--- src/rtl/logical_operand_gen.sv ---
// Operand sequencer for the logical_operators stage: emits (A, B) pairs over valid/ready
// in exhaustive, walking-one or Galois-LFSR order, one vector per accepted transfer.
module logical_operand_gen #(
    parameter int                 WIDTH      = 4,
    parameter int                 RAND_COUNT = 16,
    parameter logic [2*WIDTH-1:0] LFSR_SEED  = 8'h01,
    parameter logic [2*WIDTH-1:0] LFSR_TAPS  = 8'hB8
) (
    input  logic               clk,
    input  logic               rst,
    input  logic               start,
    input  logic [1:0]         mode,
    input  logic               ready,
    output logic [WIDTH-1:0]   A,
    output logic [WIDTH-1:0]   B,
    output logic               valid,
    output logic               busy,
    output logic               done,
    output logic [2*WIDTH:0]   vec_cnt
);

    localparam int VW = 2 * WIDTH;
    localparam int CW = 2 * WIDTH + 1;

    localparam logic [VW-1:0]    SEED      = (LFSR_SEED == '0) ? VW'(1) : LFSR_SEED;
    localparam logic [WIDTH-1:0] ONE_HOT0  = WIDTH'(1);
    localparam logic [CW-1:0]    LAST_EXH  = {1'b0, {VW{1'b1}}};
    localparam logic [CW-1:0]    LAST_WALK = CW'(WIDTH - 1);
    localparam logic [CW-1:0]    LAST_RAND = CW'(RAND_COUNT - 1);

    typedef enum logic [1:0] {
        S_IDLE,
        S_RUN,
        S_DONE
    } state_t;

    state_t           state;
    state_t           state_next;
    logic [1:0]       mode_q;
    logic             xfer;
    logic             last_vec;
    logic             launch;
    logic [VW-1:0]    cur_vec;
    logic [VW-1:0]    step_vec;
    logic [VW-1:0]    first_vec;
    logic [WIDTH-1:0] a_shift;

    assign busy = (state == S_RUN);
    assign done = (state == S_DONE);

    always_comb begin
        xfer       = valid && ready;
        cur_vec    = {A, B};
        a_shift    = A << 1;
        state_next = state;
        launch     = 1'b0;

        case (mode_q)
            2'd0:    last_vec = (vec_cnt == LAST_EXH);
            2'd1:    last_vec = (vec_cnt == LAST_WALK);
            default: last_vec = (vec_cnt == LAST_RAND);
        endcase

        // Successor of the vector currently presented, in the latched mode
        case (mode_q)
            2'd0:    step_vec = cur_vec + VW'(1);
            2'd1:    step_vec = {a_shift, ~a_shift};
            default: step_vec = cur_vec[0] ? ((cur_vec >> 1) ^ LFSR_TAPS) : (cur_vec >> 1);
        endcase

        case (mode)
            2'd0:    first_vec = '0;
            2'd1:    first_vec = {ONE_HOT0, ~ONE_HOT0};
            default: first_vec = SEED;
        endcase

        case (state)
            S_IDLE: begin
                if (start) begin
                    if (mode == 2'd3) begin
                        state_next = S_DONE;
                    end else begin
                        state_next = S_RUN;
                        launch     = 1'b1;
                    end
                end
            end
            S_RUN: begin
                if (xfer && last_vec) begin
                    state_next = S_DONE;
                end
            end
            S_DONE:  state_next = S_IDLE;
            default: state_next = S_IDLE;
        endcase
    end

    always_ff @(posedge clk or posedge rst) begin
        if (rst) begin
            state <= S_IDLE;
        end else begin
            state <= state_next;
        end
    end

    // The last accepted vector stays on A/B; only valid drops when the run ends
    always_ff @(posedge clk or posedge rst) begin
        if (rst) begin
            A       <= '0;
            B       <= '0;
            valid   <= 1'b0;
            vec_cnt <= '0;
            mode_q  <= 2'd0;
        end else if (state == S_IDLE && start) begin
            mode_q  <= mode;
            vec_cnt <= '0;
            if (launch) begin
                {A, B} <= first_vec;
                valid  <= 1'b1;
            end
        end else if (state == S_RUN && xfer) begin
            vec_cnt <= vec_cnt + CW'(1);
            if (last_vec) begin
                valid <= 1'b0;
            end else begin
                {A, B} <= step_vec;
            end
        end
    end

endmodule
--- config.mk ---
export PLATFORM = sky130hd
export DESIGN_NAME = logical_operand_gen
export DESIGN_NICKNAME = d
export VERILOG_FILES = /design/src/rtl/logical_operand_gen.sv
export SDC_FILE = /design/constraint.sdc
export NUM_CORES = 1
export LEC_CHECK = 0
export BUFFER_PORTS_ARGS = -buffer_cell sky130_fd_sc_hd__buf_2
export CAP_MARGIN = 30
export CORE_UTILIZATION = 55
export DETAILED_ROUTE_END_ITERATION = 10
export GPL_TIMING_DRIVEN = 0
export HOLD_SLACK_MARGIN = 0.08
export PLACE_DENSITY = 0.86
export RECOVER_POWER = 25
export SKIP_LAST_GASP = 1
export SLEW_MARGIN = 20
export SYNTH_ARGS = -nofsm -noshare
export SYNTH_HDL_FRONTEND = slang
export SYNTH_SLANG_ARGS = --single-unit
--- constraint.sdc ---
create_clock -name clk -period 5.7 [get_ports clk]
set_input_delay 0.57 -clock clk [delete_from_list [all_inputs] [get_ports clk]]
set_output_delay 0.57 -clock clk [all_outputs]
set_load 0.05 [all_outputs]
==> results of run 1 <==
==> critical path: stages, from the launching register on <==
cell and delay, ps:
sky130_fd_sc_hd__dfrtp_1 460, sky130_fd_sc_hd__or4_1 540, sky130_fd_sc_hd__mux2i_1 210, sky130_fd_sc_hd__nand3_2 180
sky130_fd_sc_hd__a21oi_4 370, sky130_fd_sc_hd__mux2_4 340
==> cell usage after synthesis <==
master | n | area [um2]
sky130_fd_sc_hd__a211oi_1 | 3 | 22.5
sky130_fd_sc_hd__a21boi_0 | 2 | 15.0
sky130_fd_sc_hd__a21oi_1 | 11 | 55.1
sky130_fd_sc_hd__a21oi_2 | 1 | 8.76
sky130_fd_sc_hd__a21oi_4 | 1 | 16.3
sky130_fd_sc_hd__a221oi_1 | 1 | 8.76
sky130_fd_sc_hd__a311oi_1 | 1 | 8.76
sky130_fd_sc_hd__a31oi_1 | 2 | 12.5
sky130_fd_sc_hd__and2_1 | 1 | 6.26
sky130_fd_sc_hd__and3_1 | 3 | 18.8
sky130_fd_sc_hd__and3_2 | 2 | 15.0
sky130_fd_sc_hd__and4b_1 | 2 | 20.0
sky130_fd_sc_hd__buf_2 | 1 | 5.00
sky130_fd_sc_hd__buf_6 | 2 | 22.5
sky130_fd_sc_hd__clkbuf_1 | 5 | 18.8
sky130_fd_sc_hd__dfrtp_1 | 22 | 551
sky130_fd_sc_hd__ha_1 | 2 | 25.0
sky130_fd_sc_hd__inv_1 | 5 | 18.8
sky130_fd_sc_hd__mux2_4 | 2 | 30.0
sky130_fd_sc_hd__mux2i_1 | 4 | 40.0
sky130_fd_sc_hd__nand2_1 | 18 | 67.6
sky130_fd_sc_hd__nand2b_1 | 3 | 18.8
sky130_fd_sc_hd__nand3_1 | 5 | 25.0
sky130_fd_sc_hd__nand3_2 | 1 | 10.0
sky130_fd_sc_hd__nand4_1 | 4 | 25.0
sky130_fd_sc_hd__nor2_1 | 11 | 41.3
sky130_fd_sc_hd__nor2b_1 | 4 | 25.0
sky130_fd_sc_hd__nor3_1 | 3 | 15.0
sky130_fd_sc_hd__nor3b_1 | 1 | 7.51
sky130_fd_sc_hd__o211ai_1 | 1 | 7.51
sky130_fd_sc_hd__o21ai_0 | 8 | 40.0
sky130_fd_sc_hd__o22ai_1 | 2 | 12.5
sky130_fd_sc_hd__o2bb2ai_1 | 1 | 8.76
sky130_fd_sc_hd__o311ai_0 | 1 | 8.76
sky130_fd_sc_hd__o31ai_1 | 3 | 22.5
sky130_fd_sc_hd__o32a_2 | 2 | 22.5
sky130_fd_sc_hd__o41ai_1 | 1 | 8.76
sky130_fd_sc_hd__or2_2 | 2 | 12.5
sky130_fd_sc_hd__or3_1 | 2 | 12.5
sky130_fd_sc_hd__or3b_2 | 1 | 8.76
sky130_fd_sc_hd__or4_1 | 1 | 7.51
sky130_fd_sc_hd__xnor2_1 | 2 | 17.5
sky130_fd_sc_hd__xor2_1 | 8 | 70.1
==> power breakdown <==
group	switching [mW]	internal (mW)	leakage (nW)	total [mW]
clock	0.0445	0.0247	0.0138	0.0692
combinational	0.402	0.221	0.475	0.623
sequential	0.0799	0.209	0.277	0.289
total	0.527	0.454	0.765	0.981
==> per-stage QoR <==
stage | utilization | power (mW) | worst slack (ps)
floorplan | - | 0.762 | 3500
global placement | 0.642 | 0.878 | 3590
detailed placement | 0.642 | 0.904 | 3480
CTS | 0.651 | 0.975 | 3530
global route | 0.653 | 1.04 | 3440
finish | 0.653 | 0.981 | 3500
==> layout make-up <==
cell class,instances,area [um2]
Tap cell,30,37.5
Clock buffer,3,22.5
Inverter,5,18.8
Buffer,8,46.3
Fill cell,230,852
Multi-Input combinational cell,123,798
Timing Repair Buffer,26,129
Sequential cell,22,551
==> flip-flops by register name, indices dropped and copies added (netlist names) <==
name and cells:
B 4, valid 1, state 2, mode_q 2
vec_cnt 9, A 4
==> path summary, 6_finish.rpt <==
path	to	slack [ps]	from
hold reg to reg	vec_cnt[8]	540	vec_cnt[8]
max in group asynchronous	mode_q[1]	4590	rst
setup / recovery	B[1]	3500	vec_cnt[4]
min in group clk	vec_cnt[8]	540	vec_cnt[8]
hold / removal	state[1]	240	rst
setup reg to reg	B[1]	3500	vec_cnt[4]
==> cells by family after synthesis <==
family	after synthesis	share of synthesized area
AOI/OAI and AO/OA	41	0.197
and+or+nand+nor	64	0.238
DFF	22	0.389
muxes	6	0.0496
xor gates and xnor gates	10	0.0620
adders and majority gates	2	0.0177
buffers and inverters	13	0.0460
==> metal layers <==
layer / wire length [um] / share of wire
met4: 85 / 0.024
met3: 163 / 0.046
met2: 1720 / 0.48
met1: 1600 / 0.45
met5: 0 / 0
==> key figures, run 1 <==
GRT
  • Fraction of met3 tracks used by global routing: 0.0406
  • Global-route wire length before repair: 5.79 mm
  • Met2 GRT Util: 0.485
  • Vias in the first global route: 1,271
  • Total routing usage reported by global routing: 0.293
  • Busiest layer in global routing: met2
  • Maximum number of pins on one net before global-route repair: 23
  • Total congestion overflow after global routing: 0
  • Initial antenna violation count: 0
  • Grt met1 use: 0.354

Synth
  • Number of library cell types mapped by synthesis: 43
  • Syn_area_per_cell: 8.95 um2
  • YS warnings: 0
  • Sequential share of the synthesized area: 0.389
  • Total nets after synthesis: 166
  • Number of register bits inferred by synthesis: 22
  • Synth Cell Area: 1410 um2
  • Count of mapped cells out of synthesis: 158

STA
  • Minimum hold slack: 244 ps
  • Post-route setup TNS: 0 ps
  • Worst slew slack as a fraction of its limit: 0.597
  • Count of final max-slew check failures: 0
  • Final setup violation count: 0
  • RSZ-0062 raised after global routing: false
  • Portion of the clock cycle consumed by the worst path in the final layout: 0.386
  • Max Clk Rate: 455 MHz
  • Final-report hold violation count: 0
  • Final clock skew: 4.94 ps
  • Actual slew at the worst max-slew pin: 605 ps
  • Final critical path time including I/O delays and setup: 2200 ps

Critical path
  • Type of element capturing the critical path: flip-flop
  • Setup CP Type: reg2reg
  • Highest net fanout along the worst path: 8
  • Kind of start point of the critical path: flip-flop
  • Depth of the most critical reg-to-reg path: 5
  • Required time at the endpoint of the critical path: 5900 ps
  • Data arrival time at the worst-slack endpoint: 2400 ps

Pwr
  • Static power due to leakage: 0.765 nW
  • Power Density: 612 nW/um2
  • Max IR drop VDD: 0.386 mV

Die
  • Total I/O pin count: 26
  • Core box area: 2450 um2
  • Cell Rows: 18
  • Height of the die: 52.7 um
  • Starting utilization of the core area: 0.576
  • Die footprint: 2780 um2
  • Die width: 52.7 um

Placement
  • Instance area after placement: 1580 um2
  • Hpwl dp: 2.60 mm
  • Total placed cells including tap cells: 213
  • Number of input and output port buffers inserted: 25
  • Final weighted congestion in routability-driven placement: 0.929

Final layout
  • Commonest cells after routing, fill and taps aside: 26 x sky130_fd_sc_hd__buf_2, 22 x sky130_fd_sc_hd__dfrtp_1, 18 x sky130_fd_sc_hd__nand2_1
  • Layout cells sized above 1: 0.230
  • Final layout net count: 197
  • Most common library cell in the layout ignoring fill and taps: sky130_fd_sc_hd__buf_2
  • Final Non-Filler Cells: 217
  • Final instance area: 1600 um2
  • Antenna diodes: 0
  • Area overhead of the layout relative to synthesis: 13.4%

Worst hold path
  • Hold WC Path Type: in2async

Clock network
  • Sinks on the clock net: 22
  • Number of buffers created by CTS: 3
  • Clock-pin slew reported for the worst setup and hold paths after clock tree synthesis: 110 ps
  • Hold buffer count at CTS: 0
  • Cts repair resizes: 0
  • Buffers from clock root to sink, at most: 2
  • Clock H-tree levels: 1
  • CTS tree: done
  • Clock insertion delay at the later pin of the skew report: 310 ps
  • Post-CTS Setup Bufs: 0
  • CTS root buffer: sky130_fd_sc_hd__clkbuf_4

Outcome
  • Status: completed

Routing
  • DRT Pass-1 Iters: 4
  • Violation count after the first detailed-routing iteration: 32
  • Average wire per standard cell: 16.5 um
  • DR vias/cell: 6.17
  • Wirelength, routed: 3.57 mm
  • Post-route DRC violation count: 0
  • Total vias in the final route: 1,338
  • Antenna-violating nets left: 0

Flow run
  • Number of maximum-capacitance violations: 0
(Power assumes the default switching activity.)
==> inputs of run 2 (changes only) <==
Settings changed: CORE_UTILIZATION 55 to 49, PLACE_DENSITY 0.86 to 0.81.
Clock period 5.7 ns to 1.9 ns, I/O delays scaled along.
==> run 2 against run 1 <==
Compared with the run above:
- the run now ends with setup timing left
- largest cell class unchanged
- combinational power rose to 3.2 times the previous value
- highest routed layer unchanged
- utilization shrank 0.30 points
- worst hold slack worse by 110 ps
- fmax grew 14%
- die area rose by 12%
- critical path depth did not move
- global-route usage shrank 3.8 points
- register-to-register slack lost 3500 ps
- cell count increased by 4.1%
- routed wire length increased by 5.1%
- power grew to 3.3 times the previous value
==> key figures, run 2 (same netlist as run 1, synthesis figures left out) <==
Final layout
  • Commonest cells after routing, fill and taps aside: 25 x sky130_fd_sc_hd__buf_2, 17 x sky130_fd_sc_hd__dfrtp_1, 17 x sky130_fd_sc_hd__nand2_1 (was 26 x sky130_fd_sc_hd__buf_2, 22 x sky130_fd_sc_hd__dfrtp_1, 18 x sky130_fd_sc_hd__nand2_1)
  • Final Non-Filler Cells: 226 (was 217)
  • Layout cells sized above 1: 0.344 (was 0.230)
  • Final instance area: 1780 um2 (was 1600 um2)
  • Top Registers: vec_cnt (9), A (4), B (4) (unchanged)
  • Most common library cell in the layout ignoring fill and taps: sky130_fd_sc_hd__buf_2 (unchanged)
  • Max reg flops: 9 (unchanged)
  • Area overhead of the layout relative to synthesis: 25.7% (was 13.4%)
  • Register ranked first by flip-flop count: vec_cnt (unchanged)
  • Fillers: 227 (was 230)
  • Final layout net count: 204 (was 197)
  • Antenna diodes: 0 (unchanged)

Clock network
  • CTS root buffer: sky130_fd_sc_hd__clkbuf_4 (unchanged)
  • Clock-pin slew reported for the worst setup and hold paths after clock tree synthesis: 130 ps (was 110 ps)
  • Number of buffers created by CTS: 3 (unchanged)
  • Clock H-tree levels: 1 (unchanged)
  • Buffers from clock root to sink, at most: 2 (unchanged)
  • Sinks on the clock net: 22 (unchanged)
  • Clock insertion delay at the later pin of the skew report: 330 ps (was 310 ps)
  • CTS tree: done (unchanged)

Critical path
  • Data arrival time at the worst-slack endpoint: 2160 ps (was 2400 ps)
  • Kind of start point of the critical path: flip-flop (unchanged)
  • Depth of the most critical reg-to-reg path: 5 (unchanged)
  • Highest net fanout along the worst path: 4 (was 8)
  • Type of element capturing the critical path: flip-flop (unchanged)
  • R2R setup slack: -20 ps (was 3500 ps)
  • Setup CP Type: reg2reg (unchanged)
  • Required time at the endpoint of the critical path: 2130 ps (was 5900 ps)
  • End point of the critical path: B[1] (unchanged)
  • Critical path launch point: vec_cnt[6] (was vec_cnt[4])
  • Startpoint of the most critical register-to-register path: vec_cnt[6] (was vec_cnt[4])
  • Destination of the worst register-to-register timing path: B[1] (unchanged)

Pwr
  • Power Density: 1820 nW/um2 (was 612 nW/um2)
  • Static power due to leakage: 0.826 nW (was 0.765 nW)
  • Max IR drop VDD: 1.33 mV (was 0.386 mV)

STA
  • Max Clk Rate: 520 MHz (was 455 MHz)
  • Worst slew slack as a fraction of its limit: 0.283 (was 0.597)
  • RSZ-0062 raised after global routing: true (was false)
  • Portion of the clock cycle consumed by the worst path in the final layout: 1.01 (was 0.386)
  • Final clock skew: 7.27 ps (was 4.94 ps)
  • Final-report hold violation count: 0 (unchanged)
  • Final setup violation count: 4 (was 0)
  • Actual slew at the worst max-slew pin: 1070 ps (was 605 ps)
  • Count of final max-slew check failures: 0 (unchanged)
  • Post-layout worst setup margin: -21.5 ps (was 3500 ps)
  • Final critical path time including I/O delays and setup: 1920 ps (was 2200 ps)

Die
  • Die footprint: 3100 um2 (was 2780 um2)
  • Core box area: 2730 um2 (was 2450 um2)
  • Die width: 55.7 um (was 52.7 um)
  • Height of the die: 55.7 um (was 52.7 um)
  • Total I/O pin count: 26 (unchanged)
  • Cell Rows: 19 (was 18)
  • Starting utilization of the core area: 0.517 (was 0.576)

Outcome
  • Violated checks: setup timing
  • Status: finished with violations (was completed)

Placement
  • Hpwl dp: 2.41 mm (was 2.60 mm)
  • Total placed cells including tap cells: 214 (was 213)
  • Instance area after placement: 1590 um2 (was 1580 um2)
  • Number of input and output port buffers inserted: 25 (unchanged)
  • Final weighted congestion in routability-driven placement: 0.873 (was 0.929)

Worst hold path
  • Launch point of the worst hold path: mode[1]
  • Hold WC Path Type: in2reg (was in2async)

GRT
  • Global-route wire length before repair: 6.26 mm (was 5.79 mm)
  • Vias in the first global route: 1,356 (was 1,271)
  • Total routing usage reported by global routing: 0.255 (was 0.293)
  • Total congestion overflow after global routing: 0 (unchanged)
  • Initial antenna violation count: 0 (unchanged)
  • Maximum number of pins on one net before global-route repair: 23 (unchanged)

Routing
  • DRT Pass-1 Iters: 4 (unchanged)
  • Post-route DRC violation count: 0 (unchanged)
  • Average wire per standard cell: 16.6 um (was 16.5 um)
  • Antenna-violating nets left: 0 (unchanged)
  • Total vias in the final route: 1,379 (was 1,338)
  • DR vias/cell: 6.10 (was 6.17)
  • Wirelength, routed: 3.75 mm (was 3.57 mm)
  • Violation count after the first detailed-routing iteration: 68 (was 32)

Flow run
  • Number of maximum-capacitance violations: 0 (unchanged)
## run 2: cell types whose count changed in the layout (fill, tap and decap cells not counted), sizes merged
cell         previous run  this run
buf                    28        35
clkbuf                  9         8
dlygate4sd3             0         1
bufinv                  0         1
## run 2: worst max-delay path: stages, from the launching register on
cell,delay (ps)
sky130_fd_sc_hd__dfrtp_2,430
sky130_fd_sc_hd__or4_4,540
sky130_fd_sc_hd__mux2i_4,190
sky130_fd_sc_hd__nand3_4,120
sky130_fd_sc_hd__a21oi_4,230
sky130_fd_sc_hd__mux2_4,320
## run 2: timing repair
action,in CTS,in global routing
pin swaps,4,3
hold buffers,1,0
endpoints found under the hold margin,22,0
endpoints found under the setup margin,7,18
resized for setup,1,22
buffers inserted,7,1
## run 2: layout make-up
cell class                 instances  area [um2]  share of cell area
buffer                             6        40.0              0.0225
clock buffer                       3        22.5              0.0127
clock inverter                     1        30.0              0.0169
inverter                           5        18.8              0.0106
multi-input combinational        123         867               0.488
sequential                        22         557               0.313
tap                               31        38.8              0.0218
timing repair buffer              35         203               0.114
## run 2: layer usage
layer / wire length [um] / global-route usage / vias up
li1: - / - / 650
met1: 1620 / 0.320 / 671
met2: 1860 / 0.441 / 48
met3: 173 / 0.0302 / 10
met4: 95 / 0.111 / 0
met5: 0 / 0 / -
## run 2: worst min-delay path by stage
stage	end	slack [ps]	depth (start not counted)
floorplan	A[0]	180	1
global placement	A[3]	400	2
detailed placement	vec_cnt[0]	400	2
CTS	mode_q[1]	130	3
global route	mode_q[1]	150	3
finish	mode_q[1]	130	3
## run 2: power by group
group	total [mW]	leakage [nW]	switching [mW]	internal [mW]
Combinational	1.99	0.528	1.25	0.743
Clock	0.375	0.0279	0.161	0.214
Sequential	0.875	0.270	0.247	0.628
Total	3.24	0.826	1.65	1.58
## run 2: through the flow
| stage | worst slack [ps] | power (mW) | hold WS, ps | TNS (ps) | util |
|---|---|---|---|---|---|
| 2_1_floorplan | -160 | 2.29 | 179 | -520 | - |
| 3_3_place_gp | -159 | 2.64 | 400 | -482 | 0.580 |
| 3_5_place_dp | -177 | 2.69 | 401 | -569 | 0.580 |
| 4_1_cts | -66.0 | 3.09 | 132 | -244 | 0.622 |
| 5_1_grt | -95.2 | 3.45 | 148 | -361 | 0.650 |
| 6_report | -21.5 | 3.24 | 134 | -51.8 | 0.650 |
==> inputs of run 3 (changes only) <==
Settings changed: ABC_AREA set to 1.
==> run 3 against run 2 <==
Compared with the run above:
- the flow now finishes without violations
- combinational power down 24%
- die area rose by 1.3%
- area after synthesis is 1.3% higher
- clock skew grew 0.52 ps
- first-iteration DRC count grew 5.9%
- synthesized cell count grew 34%
- sequential share of layout area increased by 2.3 points
- largest power group unchanged
==> key figures, run 3 <==
Outcome
  • Status: completed (was finished with violations)

STA
  • Post-layout worst setup margin: 371 ps (was -21.5 ps)
  • Post-route setup TNS: 0 ps (was -51.8 ps)
  • Worst slew slack as a fraction of its limit: 0.444 (was 0.283)
  • Final setup violation count: 0 (was 4)
  • Actual slew at the worst max-slew pin: 834 ps (was 1070 ps)
  • Minimum hold slack: 139 ps (was 134 ps)
  • Final-report hold violation count: 0 (unchanged)
  • Max Clk Rate: 654 MHz (was 520 MHz)
  • RSZ-0062 raised after global routing: false (was true)
  • Portion of the clock cycle consumed by the worst path in the final layout: 0.805 (was 1.01)
  • Count of final max-slew check failures: 0 (unchanged)
  • Final clock skew: 7.79 ps (was 7.27 ps)
  • Final critical path time including I/O delays and setup: 1530 ps (was 1920 ps)

Pwr
  • Max IR drop VDD: 0.996 mV (was 1.33 mV)
  • Internal power: 1.15 mW (was 1.58 mW)
  • Flop pwr share: 0.315 (was 0.270)
  • Pwr Total: 2.58 mW (was 3.24 mW)
  • NetSw: 1.43 mW (was 1.65 mW)
  • Power Density: 1580 nW/um2 (was 1820 nW/um2)
  • Clock network fraction of design power: 0.100 (was 0.116)
  • Switching Fraction: 0.555 (was 0.511)
  • Static power due to leakage: 0.858 nW (was 0.826 nW)
  • Combinational share of power: 0.585 (was 0.614)

Final layout
  • Post-route core utilization: 0.593 (was 0.650)
  • Max reg flops: 9 (unchanged)
  • Antenna diodes: 0 (unchanged)
  • Final instance area: 1640 um2 (was 1780 um2)
  • Register ranked first by flip-flop count: vec_cnt (unchanged)
  • Fillers: 287 (was 227)
  • Commonest cells after routing, fill and taps aside: 79 x sky130_fd_sc_hd__nand2_1, 23 x sky130_fd_sc_hd__inv_1, 22 x sky130_fd_sc_hd__dfrtp_1 (was 25 x sky130_fd_sc_hd__buf_2, 17 x sky130_fd_sc_hd__dfrtp_1, 17 x sky130_fd_sc_hd__nand2_1)
  • Area overhead of the layout relative to synthesis: 14.1% (was 25.7%)
  • Most common library cell in the layout ignoring fill and taps: sky130_fd_sc_hd__nand2_1 (was sky130_fd_sc_hd__buf_2)
  • Final Non-Filler Cells: 273 (was 226)
  • Layout cells sized above 1: 0.161 (was 0.344)
  • Top Registers: vec_cnt (9), A (4), B (4) (unchanged)
  • Final layout net count: 251 (was 204)

Synth
  • Most common cell in the netlist: sky130_fd_sc_hd__nand2_1 (was sky130_fd_sc_hd__dfrtp_1)
  • Number of register bits inferred by synthesis: 22 (unchanged)
  • FFs w/ async S/R, synth: 1.00 (unchanged)
  • Count of mapped cells out of synthesis: 212 (was 158)
  • Number of synthesized flops with an enable pin: 0 (unchanged)
  • Yosys top cell by area: sky130_fd_sc_hd__dfrtp_1 (unchanged)
  • Area contributors post-synth: sky130_fd_sc_hd__dfrtp_1 38%, sky130_fd_sc_hd__nand2_1 21%, sky130_fd_sc_hd__nand3_1 6.6%, sky130_fd_sc_hd__inv_1 5.8%, sky130_fd_sc_hd__o21ai_0 3.8% (was sky130_fd_sc_hd__dfrtp_1 39%, sky130_fd_sc_hd__xor2_1 5.0%, sky130_fd_sc_hd__nand2_1 4.8%, sky130_fd_sc_hd__a21oi_1 3.9%, sky130_fd_sc_hd__nor2_1 2.9%)
  • Sequential share of the synthesized area: 0.384 (was 0.389)
  • YS warnings: 0 (unchanged)
  • Top cells by instance count after synthesis: 79 x sky130_fd_sc_hd__nand2_1, 22 x sky130_fd_sc_hd__dfrtp_1, 22 x sky130_fd_sc_hd__inv_1 (was 22 x sky130_fd_sc_hd__dfrtp_1, 18 x sky130_fd_sc_hd__nand2_1, 11 x sky130_fd_sc_hd__a21oi_1, 11 x sky130_fd_sc_hd__nor2_1)
  • Most frequently used flop master after synthesis: sky130_fd_sc_hd__dfrtp_1 (unchanged)
  • Syn_area_per_cell: 6.76 um2 (was 8.95 um2)
  • Area share of the largest cell type after synthesis: 0.384 (was 0.389)
  • Total nets after synthesis: 220 (was 166)
  • Number of library cell types mapped by synthesis: 27 (was 43)
  • Synth Cell Area: 1430 um2 (was 1410 um2)

Routing
  • Average wire per standard cell: 11.5 um (was 16.6 um)
  • Total vias in the final route: 1,435 (was 1,379)
  • Antenna-violating nets left: 0 (unchanged)
  • DRT Pass-1 Iters: 4 (unchanged)
  • Wirelength, routed: 3.14 mm (was 3.75 mm)
  • DR vias/cell: 5.26 (was 6.10)
  • Violation count after the first detailed-routing iteration: 72 (was 68)
  • Post-route DRC violation count: 0 (unchanged)

Die
  • Total I/O pin count: 26 (unchanged)
  • Starting utilization of the core area: 0.520 (was 0.517)
  • Die width: 56.1 um (was 55.7 um)
  • Height of the die: 56.1 um (was 55.7 um)
  • Cell Rows: 19 (unchanged)
  • Die footprint: 3140 um2 (was 3100 um2)
  • Core box area: 2760 um2 (was 2730 um2)

Critical path
  • Most used cell, CP: sky130_fd_sc_hd__nand2_1
  • End point of the critical path: A[0] (was B[1])
  • R2R setup slack: 370 ps (was -20 ps)
  • Largest delay share family, worst path: simple AND/OR/NAND/NOR gates (unchanged)
  • Depth of the most critical reg-to-reg path: 10 (was 5)
  • Type of element capturing the critical path: flip-flop (unchanged)
  • Setup CP Type: reg2reg (unchanged)
  • Startpoint of the most critical register-to-register path: mode_q[1] (was vec_cnt[6])
  • WP buf/inv: 3 (was 0)
  • Data arrival time at the worst-slack endpoint: 1740 ps (was 2160 ps)
  • Slowest CP cell: sky130_fd_sc_hd__dfrtp_1 (was sky130_fd_sc_hd__or4_4)
  • Cells along the critical path: inv_2 > nand2_2 > inv_2 > nand2_1 > nand2_1 > nand4_2 > nand2_4 > inv_2 > nand2_1 > nand2_1 (was or4_4 > mux2i_4 > nand3_4 > a21oi_4 > mux2_4)
  • Crit. path cell count: 10 (was 5)
  • Required time at the endpoint of the critical path: 2110 ps (was 2130 ps)
  • Destination of the worst register-to-register timing path: A[0] (was B[1])
  • Highest net fanout along the worst path: 10 (was 4)
  • Kind of start point of the critical path: flip-flop (unchanged)
  • Delay of the slowest critical-path stage: 470 ps (was 540 ps)
  • Critical path launch point: mode_q[1] (was vec_cnt[6])

Clock network
  • Clock-pin slew reported for the worst setup and hold paths after clock tree synthesis: 120 ps (was 130 ps)
  • Clock insertion delay at the later pin of the skew report: 310 ps (was 330 ps)
  • CTS tree: done (unchanged)
  • Sinks on the clock net: 22 (unchanged)
  • Cts repair resizes: 0 (was 1)
  • CTS root buffer: sky130_fd_sc_hd__clkbuf_4 (unchanged)
  • Post-CTS Setup Bufs: 0 (was 7)
  • Number of buffers created by CTS: 3 (unchanged)
  • Buffers from clock root to sink, at most: 2 (unchanged)
  • Clock H-tree levels: 1 (unchanged)

Placement
  • Post-Place Worst Slack: 394 ps (was -177 ps)
  • Hpwl dp: 2.41 mm (about the same)
  • Instance area after placement: 1600 um2 (was 1590 um2)
  • Number of input and output port buffers inserted: 25 (unchanged)
  • Total placed cells including tap cells: 268 (was 214)
  • Final weighted congestion in routability-driven placement: 0.852 (was 0.873)

GRT
  • Initial antenna violation count: 0 (unchanged)
  • Total congestion overflow after global routing: 0 (unchanged)
  • Vias in the first global route: 1,313 (was 1,356)
  • Total routing usage reported by global routing: 0.222 (was 0.255)
  • Global-route wire length before repair: 5.57 mm (was 6.26 mm)
  • Maximum number of pins on one net before global-route repair: 23 (unchanged)

Flow run
  • Number of maximum-capacitance violations: 0 (unchanged)

Worst hold path
  • Hold WC Path Type: in2reg (unchanged)
  • Launch point of the worst hold path: mode[0] (was mode[1])
run 3: changes by cell type after synthesis, sizes merged, moves of 4 or more:
cell,change
mux2i,-4
nand3,+14
nand2,+65
clkbuf,-5
and3,-5
nor2,+6
inv,+22
a21oi,-6
o21ai,+7
xor2,-7
nor2b,-4
run 3: layout make-up:
| type | count | area, um2 | share of cell area |
|---|---|---|---|
| clock buffers | 4 | 36.3 | 0.0222 |
| multi-input cells | 162 | 773 | 0.473 |
| inverters | 27 | 101 | 0.0620 |
| plain buffers | 1 | 7.51 | 0.00459 |
| well taps | 31 | 38.8 | 0.0237 |
| repair buffers | 26 | 128 | 0.0780 |
| flip-flops and latches | 22 | 551 | 0.337 |
run 3: how the worst min path moves through the flow:
stage | end | slack [ps] | cells after the start
global placement | vec_cnt[8] | 390 | 2
floorplan | A[0] | 180 | 1
finish | mode_q[0] | 140 | 3
global route | mode_q[0] | 150 | 3
detailed placement | vec_cnt[6] | 390 | 2
CTS | mode_q[0] | 130 | 3
run 3: power groups by stage:
| stage | sequential (mW) | combinational [mW] | clock (mW) |
|---|---|---|---|
| after global placement | 0.820 | 1.50 | 0 |
| after CTS | 0.812 | 1.52 | 0.264 |
| final | 0.814 | 1.51 | 0.258 |
| after detailed placement | 0.822 | 1.51 | 0 |
| after global routing | 0.843 | 1.70 | 0.285 |
| after floorplan | 1.11 | 0.888 | 0 |
run 3: kinds of logic after synthesis:
| logic type | synth area share |
|---|---|
| adder cells (fa/ha/maj) | 0.0175 |
| XOR/XNOR | 0.00611 |
| buffers and inverters | 0.0760 |
| AO/OA/AOI/OAI | 0.101 |
| AND/OR/NAND/NOR | 0.415 |
| flip-flops | 0.384 |
run 3: worst reg2reg max path, delay by kind of cell, from the launching register on:
family,cells,cell delay (ps)
and+or+nand+nor,7,620
DFF,1,470
buffers and inverters,3,350
run 3: what timing repair did:
| item | CTS | global route |
|---|---|---|
| hold buffers | 1 | 0 |
| hold endpoints to repair | 22 | 0 |
| endpoints found under the setup margin | 0 | 0 |
run 3: metal layers:
| metal | up-vias | GRT usage | wire length (um) |
|---|---|---|---|
| met1 | 660 | 0.285 | 1520 |
| met2 | 28 | 0.389 | 1480 |
| li1 | 741 | - | - |
| met5 | - | 0 | 0 |
| met3 | 6 | 0.0209 | 90 |
| met4 | 0 | 0.0767 | 57 |
